## src/rtl/uart_rx_pkg.sv

```systemverilog
// Shared types and default frame constants for the oversampling UART receiver.
package uart_rx_pkg;

  typedef enum logic [2:0] {
    StIdle,
    StStart,
    StData,
    StParity,
    StStop,
    StBreak
  } rx_state_e;

  localparam int unsigned DefOversample  = 8;
  localparam int unsigned DefDataBits    = 8;
  localparam int unsigned DefSyncStages  = 2;

endpackage

```

## src/rtl/uart_rx_sync.sv

```systemverilog
// Multi-flop synchroniser for the asynchronous serial line; resets to the idle (high) level.
module uart_rx_sync #(
  parameter int unsigned SYNC_STAGES = 2
) (
  input  logic clk,
  input  logic rst_n,
  input  logic d,
  output logic q
);

  logic [SYNC_STAGES-1:0] sync_q;

  always_ff @(posedge clk or negedge rst_n) begin
    if (!rst_n) begin
      sync_q <= '1;
    end else begin
      sync_q <= {sync_q[SYNC_STAGES-2:0], d};
    end
  end

  assign q = sync_q[SYNC_STAGES-1];

endmodule

```

## src/rtl/uart_rx_oversampled.sv

```systemverilog
// Oversampling UART receiver with a one-word valid/ready output buffer.
// Optional even-parity checking is enabled by defining UART_RX_PARITY_EN.
module uart_rx_oversampled
  import uart_rx_pkg::*;
#(
  parameter int unsigned OVERSAMPLE  = DefOversample,
  parameter int unsigned DATA_BITS   = DefDataBits,
  parameter int unsigned SYNC_STAGES = DefSyncStages
) (
  input  logic                           clk,
  input  logic                           rst_n,
  input  logic                           ena,
  input  logic                           rx_in,
  output logic [DATA_BITS-1:0]           data_out,
  output logic                           valid_out,
  input  logic                           ready_in,
  output logic                           frame_err,
  output logic                           overrun_err,
  output logic                           parity_err,
  output logic [$clog2(DATA_BITS+1)-1:0] debug_bit_cnt,
  output logic [$clog2(OVERSAMPLE)-1:0]  debug_os_cnt
);

  localparam int unsigned OsW = $clog2(OVERSAMPLE);
  localparam int unsigned BcW = $clog2(DATA_BITS + 1);
  localparam logic [OsW-1:0] OsHalf = OsW'(OVERSAMPLE / 2 - 1);
  localparam logic [OsW-1:0] OsLast = OsW'(OVERSAMPLE - 1);
  localparam logic [BcW-1:0] BcLast = BcW'(DATA_BITS - 1);

  logic rxs;

  uart_rx_sync #(
    .SYNC_STAGES(SYNC_STAGES)
  ) u_sync (
    .clk  (clk),
    .rst_n(rst_n),
    .d    (rx_in),
    .q    (rxs)
  );

  rx_state_e            state_q, state_d;
  logic [OsW-1:0]       os_q, os_d;
  logic [BcW-1:0]       bit_q, bit_d;
  logic [DATA_BITS-1:0] shift_q, shift_d;
  logic [DATA_BITS-1:0] rx_msb;
  logic [DATA_BITS-1:0] data_q, data_d;
  logic                 valid_q, valid_d;
  logic                 frame_err_q, overrun_err_q, parity_err_q;
  logic                 commit, frame_evt, parity_evt, overrun_evt;
`ifdef UART_RX_PARITY_EN
  logic                 par_q, par_d;
`endif

  // New bits enter at the MSB so that after DATA_BITS shifts bit 0 holds the first bit received.
  always_comb begin
    rx_msb = '0;
    rx_msb[DATA_BITS-1] = rxs;
  end

  always_comb begin
    state_d    = state_q;
    os_d       = os_q;
    bit_d      = bit_q;
    shift_d    = shift_q;
    commit     = 1'b0;
    frame_evt  = 1'b0;
    parity_evt = 1'b0;
`ifdef UART_RX_PARITY_EN
    par_d      = par_q;
`endif
    if (ena) begin
      unique case (state_q)
        StIdle: begin
          if (!rxs) begin
            state_d = StStart;
            os_d    = '0;
          end
        end
        StStart: begin
          if (os_q == OsHalf) begin
            if (rxs) begin
              state_d = StIdle;
            end else begin
              state_d = StData;
              os_d    = '0;
              bit_d   = '0;
            end
          end else begin
            os_d = os_q + OsW'(1);
          end
        end
        StData: begin
          if (os_q == OsLast) begin
            os_d    = '0;
            shift_d = (shift_q >> 1) | rx_msb;
            bit_d   = bit_q + BcW'(1);
            if (bit_q == BcLast) begin
`ifdef UART_RX_PARITY_EN
              state_d = StParity;
`else
              state_d = StStop;
`endif
            end
          end else begin
            os_d = os_q + OsW'(1);
          end
        end
        StParity: begin
          if (os_q == OsLast) begin
            os_d    = '0;
            state_d = StStop;
`ifdef UART_RX_PARITY_EN
            par_d   = rxs;
`endif
          end else begin
            os_d = os_q + OsW'(1);
          end
        end
        StStop: begin
          if (os_q == OsLast) begin
            os_d = '0;
            if (rxs) begin
              state_d = StIdle;
`ifdef UART_RX_PARITY_EN
              if (par_q != ^shift_q) begin
                parity_evt = 1'b1;
              end else begin
                commit = 1'b1;
              end
`else
              commit = 1'b1;
`endif
            end else begin
              frame_evt = 1'b1;
              state_d   = StBreak;
            end
          end else begin
            os_d = os_q + OsW'(1);
          end
        end
        StBreak: begin
          if (rxs) begin
            state_d = StIdle;
          end
        end
        default: state_d = StIdle;
      endcase
    end
  end

  // A commit may reuse the slot being drained in the same cycle.
  always_comb begin
    data_d      = data_q;
    valid_d     = valid_q;
    overrun_evt = 1'b0;
    if (valid_q && ready_in) begin
      valid_d = 1'b0;
    end
    if (commit) begin
      if (!valid_q || ready_in) begin
        data_d  = shift_q;
        valid_d = 1'b1;
      end else begin
        overrun_evt = 1'b1;
      end
    end
  end

  always_ff @(posedge clk or negedge rst_n) begin
    if (!rst_n) begin
      state_q       <= StIdle;
      os_q          <= '0;
      bit_q         <= '0;
      shift_q       <= '0;
      data_q        <= '0;
      valid_q       <= 1'b0;
      frame_err_q   <= 1'b0;
      overrun_err_q <= 1'b0;
      parity_err_q  <= 1'b0;
    end else begin
      state_q       <= state_d;
      os_q          <= os_d;
      bit_q         <= bit_d;
      shift_q       <= shift_d;
      data_q        <= data_d;
      valid_q       <= valid_d;
      frame_err_q   <= frame_evt;
      overrun_err_q <= overrun_evt;
      parity_err_q  <= parity_evt;
    end
  end

`ifdef UART_RX_PARITY_EN
  always_ff @(posedge clk or negedge rst_n) begin
    if (!rst_n) begin
      par_q <= 1'b0;
    end else begin
      par_q <= par_d;
    end
  end

  assign parity_err = parity_err_q;
`else
  assign parity_err = 1'b0;

  logic unused_parity;
  assign unused_parity = parity_err_q ^ parity_evt;
`endif

  assign data_out      = data_q;
  assign valid_out     = valid_q;
  assign frame_err     = frame_err_q;
  assign overrun_err   = overrun_err_q;
  assign debug_bit_cnt = bit_q;
  assign debug_os_cnt  = os_q;

endmodule

```

## config.mk

```make
export PLATFORM = sky130hd
export DESIGN_NAME = uart_rx_oversampled
export DESIGN_NICKNAME = d
export VERILOG_FILES = /design/src/rtl/uart_rx_pkg.sv /design/src/rtl/uart_rx_sync.sv /design/src/rtl/uart_rx_oversampled.sv
export SDC_FILE = /design/constraint.sdc
export NUM_CORES = 1
export LEC_CHECK = 0
export CAP_MARGIN = 5
export CORE_AREA = 2 2 57 59
export DETAILED_ROUTE_END_ITERATION = 6
export DIE_AREA = 0 0 59 61
export PLACE_DENSITY_LB_ADDON = 0.08
export SETUP_SLACK_MARGIN = 0.3
export SKIP_CTS_REPAIR_TIMING = 1
export SYNTH_ARGS = -nofsm -noshare
export SYNTH_HDL_FRONTEND = slang
export SYNTH_SLANG_ARGS = --single-unit
```

## constraint.sdc

```tcl
create_clock -name clk -period 2.32 [get_ports clk]
set_clock_uncertainty 0.15 [all_clocks]
set_input_delay 0.464 -clock clk [delete_from_list [all_inputs] [get_ports clk]]
set_output_delay 0.464 -clock clk [all_outputs]
set_load 0.05 [all_outputs]
```

Word level (Yosys, flattened, before mapping). Cells that the tools add are included.

Bits in registers: 31. Input port bits: 5. Output and inout bits: 19. Word-level logic and storage cells: 71.

Muxes and demuxes: 31. Equality and inequality tests: 16. Add/sub/neg operators: 2. Reductions and logical operators: 12. Bitwise gates (word level): 1.

Operators by type and width (count): 3-bit two-way mux (11); 3-bit case mux with 6 select lines (1); 2-bit inequality test (second input constant) (7); 1-bit two-way mux (13); 4-bit two-way mux (3); 3-bit by 2-bit equality test with 1-bit output (second input constant) (3); 3-bit equality test (second input constant) (3); 3-bit case mux with 3 select lines (1); 7-bit by 8-bit bitwise OR with 8-bit output (1); 4-bit case mux with 2 select lines (1); 8-bit AND reduction (1); 5-bit AND reduction (1); 4-bit by 1-bit adder with 4-bit output (second input constant) (1); 4-bit by 3-bit equality test with 1-bit output (second input constant) (1); 2-bit AND reduction (2); 3-bit by 1-bit adder with 3-bit output (second input constant) (1); 3-bit by 1-bit equality test with 1-bit output (second input constant) (1); 3-bit zero test (1); 3-bit AND reduction (1); 3-bit nonzero test (1); 3-bit OR reduction (1); 2-bit two-way mux (1); 2-bit by 1-bit inequality test with 1-bit output (second input constant) (1); 2-bit nonzero test (1); 3 further kinds (3).

Depth between registers and ports, before layout. Gate-level depths: netlist (run 1).

Depth after elaboration: 5. Gate-level depth with buffers: 7. Depth with buffers taken out: 6.

Modules after synthesis. Synthesis (run 1) repeated with hierarchy kept, for this count alone.

Cells, all modules: 128. Area, all modules: 1572.8 µm².

Modules (own cells, without submodules): uart_rx_oversampled (cells an instance 126, times used 1, area each 1520.2 µm²); uart_rx_sync (cells an instance 2, times used 1, area each 52.6 µm²).

Worst setup path before layout (run 1). No wires, ideal clock.

Kind: flip-flop to flip-flop. From: register os_q[0], in the netlist debug_os_cnt[0]. To: register state_q[2]. Stages on the path, launching flop included: 7. Path buffers: 0. Setup slack: -45 ps. Clock period less this slack: 2365 ps. Setup time: 128 ps. Data arrival time: 2087 ps. Data required time: 2042 ps. Cell sequence: dfrtp_1 ha_1 ha_1 and3b_2 a2111oi_0 nor2_1 mux2_1.

Word-level cells in the longest chain between the ends: 3. Elaborated cells between the ends (all ways): 7. Classes of those cells: eq/ne: 6; reduce/logical: 1.

RTL lines: from (decl) (line uart_rx_oversampled.sv:42) `logic [OsW-1:0] os_q, os_d;`; from (signal assigned) (line uart_rx_oversampled.sv:182) `os_q <= os_d;`; 3-bit equality test / 3-bit by 2-bit equality test with 1-bit output (equally long branches); 2-bit inequality test (no line); 8-bit AND reduction (no line) (*); to (signal assigned) (line uart_rx_oversampled.sv:171) `state_q <= StIdle;`; to (signal assigned) (line uart_rx_oversampled.sv:181) `state_q <= state_d;`; to (decl) (line uart_rx_oversampled.sv:41) `rx_state_e state_q, state_d;`.

Mark *: on every way between the ends. The rest lies on a longest branch, timed or not. A chain may end at the register's enable or synchronous reset.

Final worst setup path (run 1). Same ends and word-level chain as after synthesis.

==> results of run 1 <==
[Yosys cell counts, drive strengths merged, types with 3 or more instances]
cell type	number	area, µm²
nor2	5	21.27
nand3	3	15.01
inv	7	26.28
dfrtp	29	725.7
clkbuf	3	11.26
or3b	3	28.78
buf	5	42.54
o21ai	9	45.04
mux2	18	232.7
nand2	5	18.77
a21oi	3	15.01
ha	5	62.56
[flip-flops by register name, summed over array words and instances (netlist names)]
register / count
data_out: 8
debug_bit_cnt: 4
debug_os_cnt: 3
frame_err: 1
overrun_err: 1
shift_q: 8
state_q: 3
u_sync.sync_q: 2
valid_out: 1
[critical path: cells and delay by family, from the launching register on]
family,cells,cell delay (ps)
mux,1,300
flops,1,440
fa+ha+maj,2,340
simple gates,2,600
compound gates,1,100
[layer usage]
metal  GRT usage  part of all wire
met5           0                 0
met4     0.07143             0.015
met3     0.05757             0.043
met2      0.2619              0.47
met1      0.2312              0.48
[layout make-up]
class	instances	share of cell area
flip-flops and latches	31	0.3880
inverters	7	0.01304
repair buffers	35	0.1862
clock buffers	6	0.02048
well taps	33	0.02048
clock inverters	2	0.006207
multi-input cells	77	0.3656
[through the flow]
stage          hold WS, ps  utilization  setup TNS [ps]
3_3_place_gp         198.4       0.6258               0
3_5_place_dp         202.3       0.6258          -87.32
5_1_grt              220.4       0.6826               0
6_report             213.9       0.6826               0
4_1_cts              216.9       0.6441               0
2_1_floorplan        18.41            -               0
[path summary, 6_finish.rpt]
kind / start / end / slack, ps / cells after the start
setup / recovery: debug_os_cnt[0]$_DFFE_PN0P_ / state_q[2]$_DFFE_PN0P_ / 290 / 6
hold / removal: u_sync.sync_q[0]$_DFF_PN1_ / u_sync.sync_q[1]$_DFF_PN1_ / 210 / 0
setup reg to reg: debug_os_cnt[0]$_DFFE_PN0P_ / state_q[2]$_DFFE_PN0P_ / 290 / 6
hold reg to reg: u_sync.sync_q[0]$_DFF_PN1_ / u_sync.sync_q[1]$_DFF_PN1_ / 210 / 0
max in group asynchronous: rst_n / u_sync.sync_q[0]$_DFF_PN1_ / 1320 / 2
min in group asynchronous: rst_n / debug_bit_cnt[3]$_DFFE_PN0P_ / 380 / 2
[cells by family (layout without fill, tap and decap cells)]
family,Yosys count,count (layout),synth area share
multiplexers,18,18,0.1542
other,1,1,0.002485
buffers and inverters,15,50,0.05307
adder cells (fa/ha/maj),5,5,0.04146
flip-flops,31,31,0.5158
AND/OR/NAND/NOR,30,30,0.1318
AO/OA/AOI/OAI,23,23,0.1012
[cells in the final DEF, fill, tap and decap left out, drive strengths merged, types with 4 or more instances in the layout]
master | Yosys | routed
buf | 5 | 13
clkbuf | 3 | 6
clkdlybuf4s50 | 0 | 4
dfrtp | 29 | 29
dlymetal6s2s | 0 | 18
ha | 5 | 5
inv | 7 | 7
mux2 | 18 | 18
nand2 | 5 | 5
nor2 | 5 | 5
o21ai | 9 | 9
[power groups by stage]
stage,sequential [mW],clock (mW),combinational (mW)
2_1_floorplan,0.768,0,0.341
3_3_place_gp,0.665,0,0.593
3_5_place_dp,0.668,0,0.610
4_1_cts,0.658,0.315,0.610
5_1_grt,0.662,0.345,0.752
6_report,0.654,0.298,0.688
==> insert_results.sql, run 1 <==
INSERT INTO impl_metrics (metric_group, metric, value, unit) VALUES
('worst_setup_path', 'critical_path.max_stage_delay', '540', 'ps'),
('clock_network', 'cts.sinks', '31', ''),
('sta', 'maxSlewViolCount', '0', ''),
('die', 'die_height', '61', 'µm'),
('clock_network', 'h-tree-depth', '2', ''),
('die', 'die_footprint', '3599', 'µm²'),
('die', 'ios', '24', ''),
('final_layout', 'drive_gt1_frac', '0.3165', ''),
('sta', 'final_period_minus_worst_setup_slack', '2028', 'ps'),
('worst_setup_path', 'critical_path.endpoint_type', 'flop', ''),
('pwr', 'total_leakage_power', '1.243', 'nW'),
('synthesis', 'avgSynthCellArea', '12.27', 'µm²'),
('placed_design', 'place.port_buffers', '22', ''),
('pwr', 'power.share.combinational', '0.419', ''),
('synthesis', 'synthDistinctLibCells', '42', ''),
('final_layout', 'sequential_cell_area', '782.0', 'µm²'),
('pwr', 'totalPowerFinal', '1.640', 'mW'),
('synthesis', 'ys.flop_type', 'dfrtp_1', ''),
('pwr', 'p_sw', '0.6045', 'mW'),
('sta', 'achievable-frequency', '493.0', 'MHz'),
('routing', 'routed_wl', '2724', 'µm'),
('worst_setup_path', 'crit_chain', 'ha_4 -> ha_4 -> or4b_4 -> o2111ai_4 -> nor2_2 -> mux2_4', ''),
('pwr', 'power_density', '813.8', 'nW/µm²'),
('routing', 'avg_wl_per_cell', '14.26', 'µm'),
('clock_network', 'tritoncts', 'done', ''),
('placed_design', 'placed_cells', '179', ''),
('grt', 'grtUsageTotal', '0.1735', ''),
('placed_design', 'hpwlAfterDp', '1873', 'µm'),
('synthesis', 'synth_enable_flop_cells', '0', ''),
('worst_setup_path', 'critPathArrivalTime', '2090', 'ps'),
('worst_hold_path', 'hold_path.class', 'reg -> reg', ''),
('synthesis', 'synth.ff_latch_count', '31', ''),
('synthesis', 'ys_seq_area_frac', '0.5158', ''),
('flow_run', 'cap_violations', '0', ''),
('final_layout', 'final_instance_area', '2016', 'µm²'),
('grt', 'grt_overflow_total', '0', ''),
('synthesis', 'postSynth.asyncResetShare', '1.000', ''),
('final_layout', 'filler_cell_count', '240', ''),
('die', 'die_w', '59', 'µm'),
('synthesis', 'syn-cell-area', '1509', 'µm²'),
('grt', 'grt_pass1_wl', '4478', 'µm'),
('die', 'core', '2953', 'µm²'),
('worst_setup_path', 'critical_path.startpoint_type', 'flop', ''),
('clock_network', 'number_of_clock_buffers_inserted_by_tritoncts', '5', ''),
('worst_setup_path', 'crit_required', '2380', 'ps'),
('sta', 'rsz_0062_raised_after_global_routing', 'true', ''),
('final_layout', 'insertedDiodeCount', '0', ''),
('clock_network', 'clk_root_buffer_cell', 'clkbuf_4', ''),
('worst_setup_path', 'critical-path-slowest-cell', 'or4b_4', ''),
('pwr', 'switching_share', '0.3685', ''),
('routing', 'detail_route.drc_violations', '0', ''),
('final_layout', 'finalNetCount', '167', ''),
('placed_design', 'place_worst_setup_slack', '-18.15', 'ps'),
('outcome', 'outcome', 'completed', ''),
('sta', 'maxSlewHeadroom', '0.6571', ''),
('routing', 'detail_route.vias_per_cell', '5.513', ''),
('grt', 'antenna_violations_before_repair', '0', ''),
('sta', 'setup_viol', '0', ''),
('sta', 'timing.final.crit_share', '0.8743', ''),
('die', 'initial_core_util', '0.5110', ''),
('clock_network', 'clock_latency', '320', 'ps'),
('placed_design', 'gpl.final_weighted_congestion', '0.7618', ''),
('die', 'rows', '20', ''),
('synthesis', 'synthesis.yosys.warnings', '0', ''),
('pwr', 'p_int', '1.036', 'mW'),
('sta', 'worst_slew_pin_slew', '513.4', 'ps'),
('pwr', 'vdd.ir_drop.worst', '0.0004412', 'V'),
('synthesis', 'synth_fp_nets', '133', ''),
('clock_network', 'cts_buffer_depth', '2', ''),
('routing', 'vias', '1053', ''),
('clock_network', 'clk_pin_slew_worst_paths', '90', 'ps');
Note: power is estimated with default switching activity, not from simulation.
==> inputs of run 2 (changes only) <==
SKIP_CTS_REPAIR_TIMING = not set   (was 1)
==> insert_results.sql, run 2 (synthesis results as in run 1) <==
INSERT INTO impl_metrics (metric_group, metric, value, unit) VALUES
('grt', 'grt_start_max_net_pins', '32', ''),
('pwr', 'p_int', '1.012', 'mW'),
('final_layout', 'layout.cells.most_common', 'dfrtp_1', ''),
('pwr', 'vdd.ir_drop.worst', '0.0004576', 'V'),
('sta', 'timing.final.hold_violations', '0', ''),
('die', 'core', '2953', 'µm²'),
('pwr', 'p_sw', '0.6022', 'mW'),
('final_layout', 'final_instance_area', '1937', 'µm²'),
('clock_network', 'cts_buffer_depth', '2', ''),
('clock_network', 'hold_buffers', '0', ''),
('sta', 'maxSlewViolCount', '0', ''),
('sta', 'final_period_minus_worst_setup_slack', '2012', 'ps'),
('routing', 'vias', '1041', ''),
('sta', 'timing.final.crit_share', '0.8672', ''),
('sta', 'setup_viol', '0', ''),
('routing', 'detail_route.drc_violations', '0', ''),
('pwr', 'total_leakage_power', '0.9989', 'nW'),
('die', 'initial_core_util', '0.5110', ''),
('grt', 'grt_pass1_wl', '4505', 'µm'),
('grt', 'grt_overflow_total', '0', ''),
('clock_network', 'cts.sinks', '31', ''),
('worst_setup_path', 'critPathMaxFanout', '8', ''),
('die', 'ios', '24', ''),
('grt', 'antenna_violations_before_repair', '0', ''),
('sta', 'achievable-frequency', '497.1', 'MHz'),
('placed_design', 'gpl.final_weighted_congestion', '0.7618', ''),
('grt', 'grt_pass1_vias', '981', ''),
('pwr', 'power_density', '833.2', 'nW/µm²'),
('die', 'die_w', '59', 'µm'),
('final_layout', 'layout.core_utilization', '0.6559', ''),
('worst_setup_path', 'critical_path.endpoint_type', 'flop', ''),
('worst_setup_path', 'crit_required', '2380', 'ps'),
('pwr', 'p_clk_frac', '0.186', ''),
('routing', 'drt-initial-drc-count', '28', ''),
('routing', 'drtAntennaViolNets', '0', ''),
('worst_setup_path', 'critPathArrivalTime', '2070', 'ps'),
('die', 'rows', '20', ''),
('placed_design', 'hpwlAfterDp', '1873', 'µm'),
('worst_setup_path', 'critical_path.startpoint_type', 'flop', ''),
('clock_network', 'clk_root_buffer_cell', 'clkbuf_4', ''),
('routing', 'routed_wl', '2640', 'µm'),
('pwr', 'register_share_of_total_power', '0.405', ''),
('final_layout', 'syn2layout_area_growth', '28.36', '%'),
('clock_network', 'clock_latency', '330', 'ps'),
('die', 'die_height', '61', 'µm'),
('outcome', 'outcome', 'completed', ''),
('final_layout', 'finalNetCount', '166', ''),
('clock_network', 'h-tree-depth', '2', ''),
('routing', 'dr.pass1.iters', '4', ''),
('placed_design', 'place.port_buffers', '22', ''),
('final_layout', 'insertedDiodeCount', '0', ''),
('pwr', 'power.share.combinational', '0.409', ''),
('flow_run', 'cap_violations', '0', ''),
('grt', 'grtUsageTotal', '0.1748', ''),
('routing', 'avg_wl_per_cell', '13.89', 'µm'),
('clock_network', 'tritoncts', 'done', ''),
('final_layout', 'drive_gt1_frac', '0.3057', ''),
('clock_network', 'clk_pin_slew_worst_paths', '90', 'ps'),
('routing', 'detail_route.vias_per_cell', '5.479', ''),
('die', 'die_footprint', '3599', 'µm²'),
('sta', 'rsz_0062_raised_after_global_routing', 'true', ''),
('final_layout', 'most-common-layout-cells', 'dfrtp_1, dlygate4sd2_1, buf_4', ''),
('pwr', 'switching_share', '0.3732', ''),
('clock_network', 'number_of_clock_buffers_inserted_by_tritoncts', '5', ''),
('worst_hold_path', 'hold_path.class', 'reg -> reg', ''),
('worst_setup_path', 'critical_path_class', 'reg -> reg', ''),
('placed_design', 'placed_cell_area', '1848', 'µm²');
-- run 2: cell count changes in the layout (fill, tap and decap cells not counted) --
cell            before  now
dlygate4sd2_1        0   18
dlymetal6s2s_1      18    0
buf_4               12   11
mux2_1               8    9
mux2_4               9    8
-- run 2: final cells by class --
| type | instances | area (µm²) |
|---|---|---|
| Clock buffer | 6 | 41.29 |
| Fill cell | 250 | 1016 |
| Timing Repair Buffer | 34 | 300.3 |
| Tap cell | 33 | 41.29 |
| Sequential cell | 31 | 782.0 |
| Inverter | 7 | 26.28 |
| Clock inverter | 2 | 12.51 |
| Multi-Input combinational cell | 77 | 733.2 |
-- run 2: layer usage --
layer,routed length [µm],GRT usage
met1,1269,0.2285
met2,1208,0.2635
met3,125,0.05757
met4,37,0.08442
met5,0,0
-- run 2: metrics by stage --
stage | setup slack [ps] | hold WS [ps] | power, mW | cells | setup TNS (ps)
finish | 308.1 | 213.9 | 1.614 | 190 | 0
global route | 248.9 | 220.4 | 1.732 | 190 | 0
CTS | 274.0 | 216.9 | 1.589 | 188 | 0
detailed placement | -18.15 | 202.3 | 1.278 | 179 | -87.32
global placement | 31.53 | 198.4 | 1.258 | 179 | 0
floorplan | 175.9 | 18.41 | 1.109 | 123 | 0
-- run 2: final timing paths --
check	from	endpoint	slack [ps]	cells past startpoint
max	debug_os_cnt[1]$_DFFE_PN0P_	state_q[2]$_DFFE_PN0P_	310	6
min	u_sync.sync_q[0]$_DFF_PN1_	u_sync.sync_q[1]$_DFF_PN1_	210	0
max reg2reg	debug_os_cnt[1]$_DFFE_PN0P_	state_q[2]$_DFFE_PN0P_	310	6
min reg2reg	u_sync.sync_q[0]$_DFF_PN1_	u_sync.sync_q[1]$_DFF_PN1_	210	0
max in group asynchronous	rst_n	u_sync.sync_q[0]$_DFF_PN1_	1320	2
min in group asynchronous	rst_n	debug_bit_cnt[2]$_DFFE_PN0P_	370	2
-- run 2: power by group through the flow --
stage / sequential (mW) / combinational [mW] / clock [mW]
4_1_cts: 0.657 / 0.616 / 0.315
3_5_place_dp: 0.668 / 0.610 / 0
3_3_place_gp: 0.665 / 0.593 / 0
2_1_floorplan: 0.768 / 0.341 / 0
5_1_grt: 0.661 / 0.725 / 0.346
6_report: 0.654 / 0.660 / 0.300
-- run 2: critical path, cell delays in order, from the launching register on --
cell and delay (ps):
dfrtp_2 430, ha_4 180, ha_2 220, or3b_4 420, o2111ai_4 130, nor2_2 70, mux2_1 300
-- run 2: timing repair --
item	4_1_cts	5_1_grt
endpoints found under the setup margin	27	12
setup buffers	1	2
resized for setup	21	3
pin swaps	1	3
